## config.mk

```make
export PLATFORM = sky130hd
export DESIGN_NAME = rs_alu_station
export DESIGN_NICKNAME = d
export VERILOG_FILES = /design/src/rtl/rs_alu_station.sv
export SDC_FILE = /design/constraint.sdc
export NUM_CORES = 2
export LEC_CHECK = 0
export ABC_AREA = 1
export CORE_ASPECT_RATIO = 1.75
export CORE_UTILIZATION = 30
export CTS_CLUSTER_DIAMETER = 150
export DETAILED_ROUTE_END_ITERATION = 8
export PLACE_DENSITY_LB_ADDON = 0.12
export RECOVER_POWER = 50
export REMOVE_ABC_BUFFERS = 1
export SLEW_MARGIN = 20
export SYNTH_ARGS = -nofsm -noshare
export SYNTH_HDL_FRONTEND = slang
export SYNTH_SLANG_ARGS = --single-unit
```

## constraint.sdc

```tcl
create_clock -name clk_in -period 2.8 [get_ports clk_in]
set_clock_uncertainty 0.15 [all_clocks]
set_input_delay 0.56 -clock clk_in [delete_from_list [all_inputs] [get_ports clk_in]]
set_output_delay 0.56 -clock clk_in [all_outputs]
set_load 0.01 [all_outputs]
```

## src/rtl/rs_alu_station.sv

```systemverilog
// Reservation station for ALU/branch ops: operand capture, broadcast snoop, one dispatch per cycle.
// Optional RS_OLDEST_FIRST_EN: age-ordered dispatch instead of lowest-index dispatch.
module rs_alu_station #(
  parameter int unsigned RS_SIZE = 8,
  parameter int unsigned ROB_BIT = 4
) (
  input  logic               clk_in,
  input  logic               rst_in,
  input  logic               rdy_in,
  input  logic               clear_up,
  input  logic               issue_valid,
  input  logic [ROB_BIT-1:0] issue_rob_entry,
  input  logic [6:0]         issue_op_type,
  input  logic [2:0]         issue_op,
  input  logic               issue_alt,
  input  logic               issue_r1,
  input  logic               issue_r2,
  input  logic [31:0]        issue_v1,
  input  logic [31:0]        issue_v2,
  input  logic [ROB_BIT-1:0] issue_q1,
  input  logic [ROB_BIT-1:0] issue_q2,
  output logic               rs_full,
  input  logic               rs_ready_bd,
  input  logic [ROB_BIT-1:0] rs_rob_entry,
  input  logic [31:0]        rs_value,
  input  logic               lsb_ready_bd,
  input  logic [ROB_BIT-1:0] lsb_rob_entry,
  input  logic [31:0]        lsb_value,
  output logic               alu_valid,
  output logic [6:0]         alu_op_type,
  output logic [2:0]         alu_op,
  output logic               alu_alt,
  output logic [31:0]        alu_v1,
  output logic [31:0]        alu_v2,
  output logic [ROB_BIT-1:0] alu_rob_entry
);

  localparam int unsigned IDX_W = $clog2(RS_SIZE);
  localparam int unsigned CNT_W = IDX_W + 1;

  logic [RS_SIZE-1:0] r_busy;
  logic [RS_SIZE-1:0] r_r1;
  logic [RS_SIZE-1:0] r_r2;
  logic [RS_SIZE-1:0] r_alt;
  logic [31:0]        r_v1      [RS_SIZE];
  logic [31:0]        r_v2      [RS_SIZE];
  logic [ROB_BIT-1:0] r_q1      [RS_SIZE];
  logic [ROB_BIT-1:0] r_q2      [RS_SIZE];
  logic [ROB_BIT-1:0] r_rob     [RS_SIZE];
  logic [6:0]         r_op_type [RS_SIZE];
  logic [2:0]         r_op      [RS_SIZE];
  logic [CNT_W-1:0]   r_count;
`ifdef RS_OLDEST_FIRST_EN
  logic [IDX_W-1:0]   r_age     [RS_SIZE];
  logic [IDX_W-1:0]   w_sel_age;
`endif

  logic               r_alu_valid;
  logic [6:0]         r_alu_op_type;
  logic [2:0]         r_alu_op;
  logic               r_alu_alt;
  logic [31:0]        r_alu_v1;
  logic [31:0]        r_alu_v2;
  logic [ROB_BIT-1:0] r_alu_rob;

  logic [RS_SIZE-1:0] w_ready;
  logic               w_sel_valid;
  logic [IDX_W-1:0]   w_sel_idx;
  logic               w_free_valid;
  logic [IDX_W-1:0]   w_free_idx;
  logic               w_do_issue;
  logic               w_iss_r1;
  logic               w_iss_r2;
  logic [31:0]        w_iss_v1;
  logic [31:0]        w_iss_v2;

  assign w_ready    = r_busy & r_r1 & r_r2;
  assign rs_full    = (r_count == CNT_W'(RS_SIZE));
  assign w_do_issue = issue_valid && !rs_full && w_free_valid;

  // Operand capture at issue; the LSB broadcast takes priority over the RS broadcast.
  always_comb begin
    w_iss_r1 = issue_r1;
    w_iss_v1 = issue_v1;
    w_iss_r2 = issue_r2;
    w_iss_v2 = issue_v2;
    if (!issue_r1) begin
      if (lsb_ready_bd && lsb_rob_entry == issue_q1) begin
        w_iss_r1 = 1'b1;
        w_iss_v1 = lsb_value;
      end else if (rs_ready_bd && rs_rob_entry == issue_q1) begin
        w_iss_r1 = 1'b1;
        w_iss_v1 = rs_value;
      end
    end
    if (!issue_r2) begin
      if (lsb_ready_bd && lsb_rob_entry == issue_q2) begin
        w_iss_r2 = 1'b1;
        w_iss_v2 = lsb_value;
      end else if (rs_ready_bd && rs_rob_entry == issue_q2) begin
        w_iss_r2 = 1'b1;
        w_iss_v2 = rs_value;
      end
    end
  end

  always_comb begin
    w_free_valid = 1'b0;
    w_free_idx   = '0;
    for (int i = 0; i < RS_SIZE; i++) begin
      if (!r_busy[i] && !w_free_valid) begin
        w_free_valid = 1'b1;
        w_free_idx   = IDX_W'(i);
      end
    end
  end

  always_comb begin
    w_sel_valid = 1'b0;
    w_sel_idx   = '0;
`ifdef RS_OLDEST_FIRST_EN
    w_sel_age   = '0;
    for (int i = 0; i < RS_SIZE; i++) begin
      if (w_ready[i] && (!w_sel_valid || r_age[i] < w_sel_age)) begin
        w_sel_valid = 1'b1;
        w_sel_idx   = IDX_W'(i);
        w_sel_age   = r_age[i];
      end
    end
`else
    for (int i = 0; i < RS_SIZE; i++) begin
      if (w_ready[i] && !w_sel_valid) begin
        w_sel_valid = 1'b1;
        w_sel_idx   = IDX_W'(i);
      end
    end
`endif
  end

  always_ff @(posedge clk_in or negedge rst_in) begin
    if (!rst_in) begin
      r_busy        <= '0;
      r_r1          <= '0;
      r_r2          <= '0;
      r_alt         <= '0;
      r_count       <= '0;
      for (int i = 0; i < RS_SIZE; i++) begin
        r_v1[i]      <= '0;
        r_v2[i]      <= '0;
        r_q1[i]      <= '0;
        r_q2[i]      <= '0;
        r_rob[i]     <= '0;
        r_op_type[i] <= '0;
        r_op[i]      <= '0;
`ifdef RS_OLDEST_FIRST_EN
        r_age[i]     <= '0;
`endif
      end
      r_alu_valid   <= 1'b0;
      r_alu_op_type <= '0;
      r_alu_op      <= '0;
      r_alu_alt     <= 1'b0;
      r_alu_v1      <= '0;
      r_alu_v2      <= '0;
      r_alu_rob     <= '0;
    end else if (rdy_in) begin
      if (clear_up) begin
        r_busy      <= '0;
        r_count     <= '0;
        r_alu_valid <= 1'b0;
      end else begin
        for (int i = 0; i < RS_SIZE; i++) begin
          if (r_busy[i] && !r_r1[i]) begin
            if (lsb_ready_bd && lsb_rob_entry == r_q1[i]) begin
              r_r1[i] <= 1'b1;
              r_v1[i] <= lsb_value;
            end else if (rs_ready_bd && rs_rob_entry == r_q1[i]) begin
              r_r1[i] <= 1'b1;
              r_v1[i] <= rs_value;
            end
          end
          if (r_busy[i] && !r_r2[i]) begin
            if (lsb_ready_bd && lsb_rob_entry == r_q2[i]) begin
              r_r2[i] <= 1'b1;
              r_v2[i] <= lsb_value;
            end else if (rs_ready_bd && rs_rob_entry == r_q2[i]) begin
              r_r2[i] <= 1'b1;
              r_v2[i] <= rs_value;
            end
          end
`ifdef RS_OLDEST_FIRST_EN
          // Younger entries close the gap left by the dispatched one, keeping ages dense.
          if (w_sel_valid && r_busy[i] && r_age[i] > w_sel_age)
            r_age[i] <= r_age[i] - IDX_W'(1);
`endif
        end
        r_alu_valid <= w_sel_valid;
        if (w_sel_valid) begin
          r_busy[w_sel_idx] <= 1'b0;
          r_alu_op_type     <= r_op_type[w_sel_idx];
          r_alu_op          <= r_op[w_sel_idx];
          r_alu_alt         <= r_alt[w_sel_idx];
          r_alu_v1          <= r_v1[w_sel_idx];
          r_alu_v2          <= r_v2[w_sel_idx];
          r_alu_rob         <= r_rob[w_sel_idx];
        end
        if (w_do_issue) begin
          r_busy[w_free_idx]    <= 1'b1;
          r_r1[w_free_idx]      <= w_iss_r1;
          r_v1[w_free_idx]      <= w_iss_v1;
          r_q1[w_free_idx]      <= issue_q1;
          r_r2[w_free_idx]      <= w_iss_r2;
          r_v2[w_free_idx]      <= w_iss_v2;
          r_q2[w_free_idx]      <= issue_q2;
          r_rob[w_free_idx]     <= issue_rob_entry;
          r_op_type[w_free_idx] <= issue_op_type;
          r_op[w_free_idx]      <= issue_op;
          r_alt[w_free_idx]     <= issue_alt;
`ifdef RS_OLDEST_FIRST_EN
          r_age[w_free_idx]     <= IDX_W'(r_count - CNT_W'(w_sel_valid));
`endif
        end
        case ({w_do_issue, w_sel_valid})
          2'b10:   r_count <= r_count + CNT_W'(1);
          2'b01:   r_count <= r_count - CNT_W'(1);
          default: r_count <= r_count;
        endcase
      end
    end
  end

  assign alu_valid     = r_alu_valid;
  assign alu_op_type   = r_alu_op_type;
  assign alu_op        = r_alu_op;
  assign alu_alt       = r_alu_alt;
  assign alu_v1        = r_alu_v1;
  assign alu_v2        = r_alu_v2;
  assign alu_rob_entry = r_alu_rob;

endmodule

```

== After elaboration in Yosys (flattened, before gate mapping) ==
Cells that the tools add are included.

* Bits in registers: 804
* Output and inout bits: 81
* Logic and storage cells: 490

* $add $sub $neg: 2
* Magnitude comparators: 7
* Equal/unequal tests: 39
* Muxes and demuxes: 253
* Bitwise operators: 8
* Reduce and logical (&&, ||, !) cells: 113

{| class="wikitable"
|+ Operator list
! kind !! count
|-
| 2-to-1 mux 32 bit || 91
|-
| bitwise mux 256 bit || 2
|-
| 2-to-1 mux 256 bit || 2
|-
| binary-select mux 32 bit (select 3 bit) || 2
|-
| == test 4 bit || 36
|-
| 2-to-1 mux 1 bit || 108
|-
| bitwise mux 32 bit || 3
|-
| demux 32 bit (select 3 bit) || 1
|-
| logical AND 1 bit || 71
|-
| bitwise mux 56 bit || 1
|-
| 2-to-1 mux 8 bit || 7
|-
| 2-to-1 mux 3 bit || 15
|-
| zero test 1 bit || 37
|-
| bitwise AND 8 bit || 3
|-
| bitwise mux 24 bit || 1
|-
| bitwise mux 8 bit || 3
|-
| binary-select mux 7 bit (select 3 bit) || 1
|-
| demux 7 bit (select 3 bit) || 1
|-
| 2-to-1 mux 7 bit || 3
|-
| 2-to-1 mux 4 bit || 4
|-
| binary-select mux 4 bit (select 3 bit) || 1
|-
| demux 4 bit (select 3 bit) || 1
|-
| binary-select mux 3 bit (select 3 bit) || 1
|-
| demux 3 bit (select 3 bit) || 1
|-
| other kinds (19) || 26
|}

== Longest topological paths before layout ==
* Depth in word-level cells: 36
* Mapped depth: 16

== Least setup slack after synthesis ==
Ideal clock, no wire load.

* Path kind: in2reg
* Start: input port lsb_rob_entry[1]
* End: register r_v2[198] (netlist name)
* Arrival: 2.027 ns
* Required time: 2.528 ns
* Setup slack: 0.500 ns
* Cell stages on the path: 12
* Path buffers: 5
* Path through: buf_4 -> inv_2 -> buf_6 -> buf_6 -> o22ai_1 -> nand3b_1 -> buf_2 -> buf_2 -> o21ai_0 -> nand3_1 -> a21oi_1 -> o21ai_1

* Cells in the longest elaborated chain, start to end: 8

{| class="wikitable"
|+ Ends and longest elaborated chain
! element !! RTL line !! RTL
|-
| from (decl) || 27 || <nowiki>input logic [ROB_BIT-1:0] lsb_rob_entry,</nowiki>
|-
| == test 4 bit || 183 || <nowiki>if (lsb_ready_bd && lsb_rob_entry == r_q2[i]) begin</nowiki>
|-
| logical AND 1 bit || 183 ||
|-
| 2-to-1 mux 32 bit || 183 ||
|-
| 2-to-1 mux 32 bit || 182 || <nowiki>if (r_busy[i] && !r_r2[i]) begin</nowiki>
|-
| 2-to-1 mux 32 bit || 167 || <nowiki>if (clear_up) begin</nowiki>
|-
| 2-to-1 mux 32 bit || 166 || <nowiki>end else if (rdy_in) begin</nowiki>
|-
| bitwise mux 256 bit || 213 || <nowiki>r_v2[w_free_idx] <= w_iss_v2;</nowiki>
|-
| 2-to-1 mux 256 bit * || 207 || <nowiki>if (w_do_issue) begin</nowiki>
|-
| to (signal, indexed assignment) || 185 || <nowiki>r_v2[i] <= lsb_value;</nowiki>
|-
| to (signal, indexed assignment) || 188 || <nowiki>r_v2[i] <= rs_value;</nowiki>
|-
| to (signal, indexed assignment) || 213 ||
|-
| to (decl) || 46 || <nowiki>logic [31:0] r_v2 [RS_SIZE];</nowiki>
|}

Mark *: on every way between the ends. The rest lies on a longest branch, timed or not. The select of a mux whose other input is x is not followed.
A chain may end at the register's enable or synchronous reset.

== Worst setup path in the final report ==
* Start: register r_r1[5]
* End: register r_alu_v2[10], in the netlist alu_v2[10]

* Cells in the longest elaborated chain, start to end: 14

{| class="wikitable"
|+ Ends and longest elaborated chain
! element !! RTL line !! RTL
|-
| from (decl) || 42 || <nowiki>logic [RS_SIZE-1:0] r_r1;</nowiki>
|-
| from (signal, indexed assignment) || 209 || <nowiki>r_r1[w_free_idx] <= w_iss_r1;</nowiki>
|-
| bitwise AND 8 bit * (2 in a row) || 77 || <nowiki>assign w_ready = r_busy & r_r1 & r_r2;</nowiki>
|-
| logical AND 1 bit * || 132 || <nowiki>if (w_ready[i] && !w_sel_valid) begin</nowiki>
|-
| 2-to-1 mux 1 bit || 132 ||
|-
| zero test 1 bit || 132 ||
|-
| logical AND 1 bit || 132 ||
|-
| 2-to-1 mux 1 bit || 132 ||
|-
| zero test 1 bit || 132 ||
|-
| logical AND 1 bit || 132 ||
|-
| 2-to-1 mux 3 bit || 132 ||
|-
| NOT 3 -> 4 bit (not written as such) || 204 || <nowiki>r_alu_v2 <= r_v2[w_sel_idx];</nowiki>
|-
| binary-select mux 32 bit (select 3 bit) || 204 ||
|-
| 2-to-1 mux 32 bit (not written as such) (2 in a row) || 204 ||
|-
| to (signal assigned) || 204 ||
|-
| to (decl) || 63 || <nowiki>logic [31:0] r_alu_v2;</nowiki>
|}

Marks and branches as above.

==> results_dict.tcl <==
set metrics [dict create \
    violations "negative setup slack" \
    setup_viol 2 \
    grt_use_total 0.360 \
    routedWlPerCell_um 29.1 \
    worstPathCellList "nand3_1 > inv_1 > o21ai_0 > inv_4 > buf_12 > buf_4 > nand3_1 > nand3_1 > nor2_1 > buf_4 > nor2_1" \
    antenna_found_initial 24 \
    cp.arrival_ns 3.32 \
    clock-sinks 804 \
    peakVddDrop_v 0.000600 \
    multi_input_area_mm2 0.0315 \
    cts_max_path_buffers 3 \
    synth.distinct_cells 43 \
    ys.flop_type "dfrtp_1" \
    min_path_type "input port to register" \
    path_clk_slew_ns 0.06 \
    maxSlewViolCount 0 \
    ys_warn_count 0 \
    pin_count 249 \
    switching_share 0.377 \
    syn_area_per_cell_um2 6.19 \
    drv_cap 0 \
    finalCriticalPeriod_ns 2.81 \
    switching_power_uw 17300 \
    fillers 20200 \
    fin_nets 9900 \
    required_ns 3.31 \
    power_frac_comb 0.338 \
    drt_wl_total_um 357000 \
    crit_slowest_cell "o21ai_0" \
    vias_per_cell 5.70 \
    globalplace.congestion 0.992 \
    crit_path_max_fanout 16 \
    criticalPathCategory "register to register" \
    ys_async_sr_fraction 1.00 \
    fin_area_mm2 0.0733 \
    hold-path-endpoint "r_op_type[12]" \
    die-area_mm2 0.192 \
    rsz0062_at_grt "yes" \
    fp-row-count 211 \
    htreeDepth 3 \
    antenna_left 0 \
    ys_seq_area_frac 0.353 \
    drt-initial-drc-count 8601 \
    dpl-instance-area_mm2 0.0691 \
    hold_ws_ns 0.225 \
    final_common_cell "nand2_1" \
    grt_max_degree 101 \
    dr.pass1.iters 9 \
    leakage_uw 0.0362 \
    fmax_ghz 0.356 \
    syn-cell-area_mm2 0.0571 \
    timing.final.hold_violations 0 \
    powerDensity_mw_per_mm2 629 \
    final_cell_mix "nand2_1 (3389), nand3_1 (1043), o21ai_0 (963)" \
    synthCells 9218 \
    register_area_mm2 0.0201 \
    reg2regPathDepth 11 \
    hold_depth 3 \
    status "complete, but fails checks" \
    fin_tns_setup_ns -0.00892 \
    period_share 1.00 \
    drive_above_1_share 0.118 \
    port_buffers 248 \
    worst_slew_pin_slew_ns 1.23 \
    grt-ovfl-total 0 \
    area_growth_pct 28.4 \
    drc 0 \
    hpwl_um 240000 \
    grt_pass1_vias 67100 \
    end_kind "register" \
    pre_cts_ws_ns -0.604 \
    worstSkewPairLatency_ns 0.77 \
    relSlewSlack 0.178 \
    die_w_um 332 \
    grt_pass1_wl_um 497000 \
    root_buffer "clkbuf_16" \
    reg2reg_slack_ns -0.008 \
    cts_tree "yes" \
    cpPeakStageDelay_ns 0.60 \
    start_kind "register" \
    ys_ff_latch 804 \
    core-area_mm2 0.189 \
    crit_top_cell "nand3_1" \
    seqPwrFrac 0.349 \
    die_h_um 579 \
    clock_power_share 0.313 \
    r2r_end "alu_v2[10]" \
    initial_core_util 0.302 \
    cts_buffers 96 \
    intPower_uw 28700 \
    post-route-util 0.388 \
    num_vias 70000 \
    hp-start "issue_op_type[5]" \
    r2r-start "r_r1[5]" \
    synth_edf_count 0 \
    setup_slack_ns -0.00798 \
]
-- repair_timing --
item                                    4_1_cts  5_1_grt
hold endpoints to repair                    172        0
setup buffers                                 8       21
endpoints found under the setup margin       33      118
gates cloned                                  4       11
hold buffers                                  1        0
gates resized for setup                      17       40
pin swaps                                     4       14
-- critical path, delay by kind of cell (launching register included) --
kind	cells	cell delay, ns
compound gates	1	0.60
buf+inv	5	0.94
flops	1	0.43
simple gates	5	0.55
-- registers in the layout, summed over array words and instances (netlist names), 32 cells and up --
name / count
r_v2: 256
r_op_type: 56
alu_v2: 32
alu_v1: 32
r_v1: 256
r_q2: 32
r_q1: 32
r_rob: 32
-- how the worst max path moves through the flow --
stage / start / end / slack, ns / cells past startpoint
after floorplan: rdy_in / alu_v1[13] / -17.74 / 7
after global placement: issue_q2[3] / r_v2[188] / -0.62 / 12
after detailed placement: issue_q2[3] / r_v2[188] / -0.60 / 12
after CTS: r_r1[3] / alu_v2[26] / 0.0002 / 15
after global routing: r_r1[3] / alu_v1[31] / -0.03 / 15
final: r_r1[5] / alu_v2[10] / -0.008 / 11
-- metrics by stage --
stage | cells | total power [uW]
floorplan | 8513 | 24000
global route | 12300 | 48400
finish | 12300 | 46100
CTS | 12200 | 45800
detailed placement | 12000 | 31200
global placement | 12000 | 31000
-- power by group through the flow --
stage / sequential (uW) / combinational, uW / clock [uW]
3_3_place_gp: 16200 / 14800 / 0
2_1_floorplan: 16000 / 7970 / 0
6_report: 16100 / 15600 / 14400
5_1_grt: 16400 / 17000 / 15000
4_1_cts: 16000 / 15100 / 14600
3_5_place_dp: 16200 / 15000 / 0
-- cell families after synthesis --
| kind of cell | count (synthesis) | synth area share |
|---|---|---|
| and+or+nand+nor | 5323 | 0.381 |
| buffers and inverters | 1439 | 0.104 |
| DFF | 804 | 0.353 |
| xor gates and xnor gates | 30 | 0.00460 |
| adders and majority gates | 2 | 0.000438 |
| AOI/OAI and AO/OA | 1620 | 0.157 |
-- synthesized netlist by cell type, types with 9 or more instances --
| cell type | number | area share |
|---|---|---|
| o21ai_1 | 107 | 0.0094 |
| o211ai_1 | 177 | 0.023 |
| o221ai_1 | 62 | 0.0095 |
| nand2_2 | 9 | 0.00099 |
| a21oi_1 | 212 | 0.019 |
| nand4_1 | 87 | 0.0095 |
| nand3b_1 | 12 | 0.0016 |
| o21ai_0 | 964 | 0.085 |
| nor2_1 | 689 | 0.045 |
| buf_1 | 60 | 0.0039 |
| nor3_1 | 29 | 0.0025 |
| clkinv_1 | 41 | 0.0027 |
| nand2_1 | 3410 | 0.22 |
| xor2_1 | 19 | 0.0029 |
| inv_2 | 17 | 0.0011 |
| dfrtp_1 | 804 | 0.35 |
| clkbuf_1 | 361 | 0.024 |
| buf_4 | 53 | 0.0070 |
| o22ai_1 | 65 | 0.0071 |
| xnor2_1 | 11 | 0.0017 |
| inv_1 | 676 | 0.044 |
| a31oi_1 | 20 | 0.0022 |
| nand3_1 | 1058 | 0.093 |
| buf_2 | 222 | 0.019 |
-- layout make-up --
class | instances | share of cell area
inverter | 734 | 0.0379
sequential | 804 | 0.275
clock inverter | 40 | 0.00808
timing repair buffer | 1116 | 0.168
multi-input combinational | 6978 | 0.430
antenna | 16 | 0.000546
tap | 2449 | 0.0418
clock buffer | 136 | 0.0389
-- per-layer routing --
layer | share of wire | GRT usage | routed length, um | vias up
li1 | - | - | - | 30900
met4 | 0.090 | 0.285 | 32200 | 20
met5 | 0.00042 | 0 | 149 | -
met2 | 0.46 | 0.596 | 166000 | 4367
met1 | 0.36 | 0.403 | 128000 | 33300
met3 | 0.087 | 0.0739 | 31000 | 1421
(Power assumes the default switching activity.)
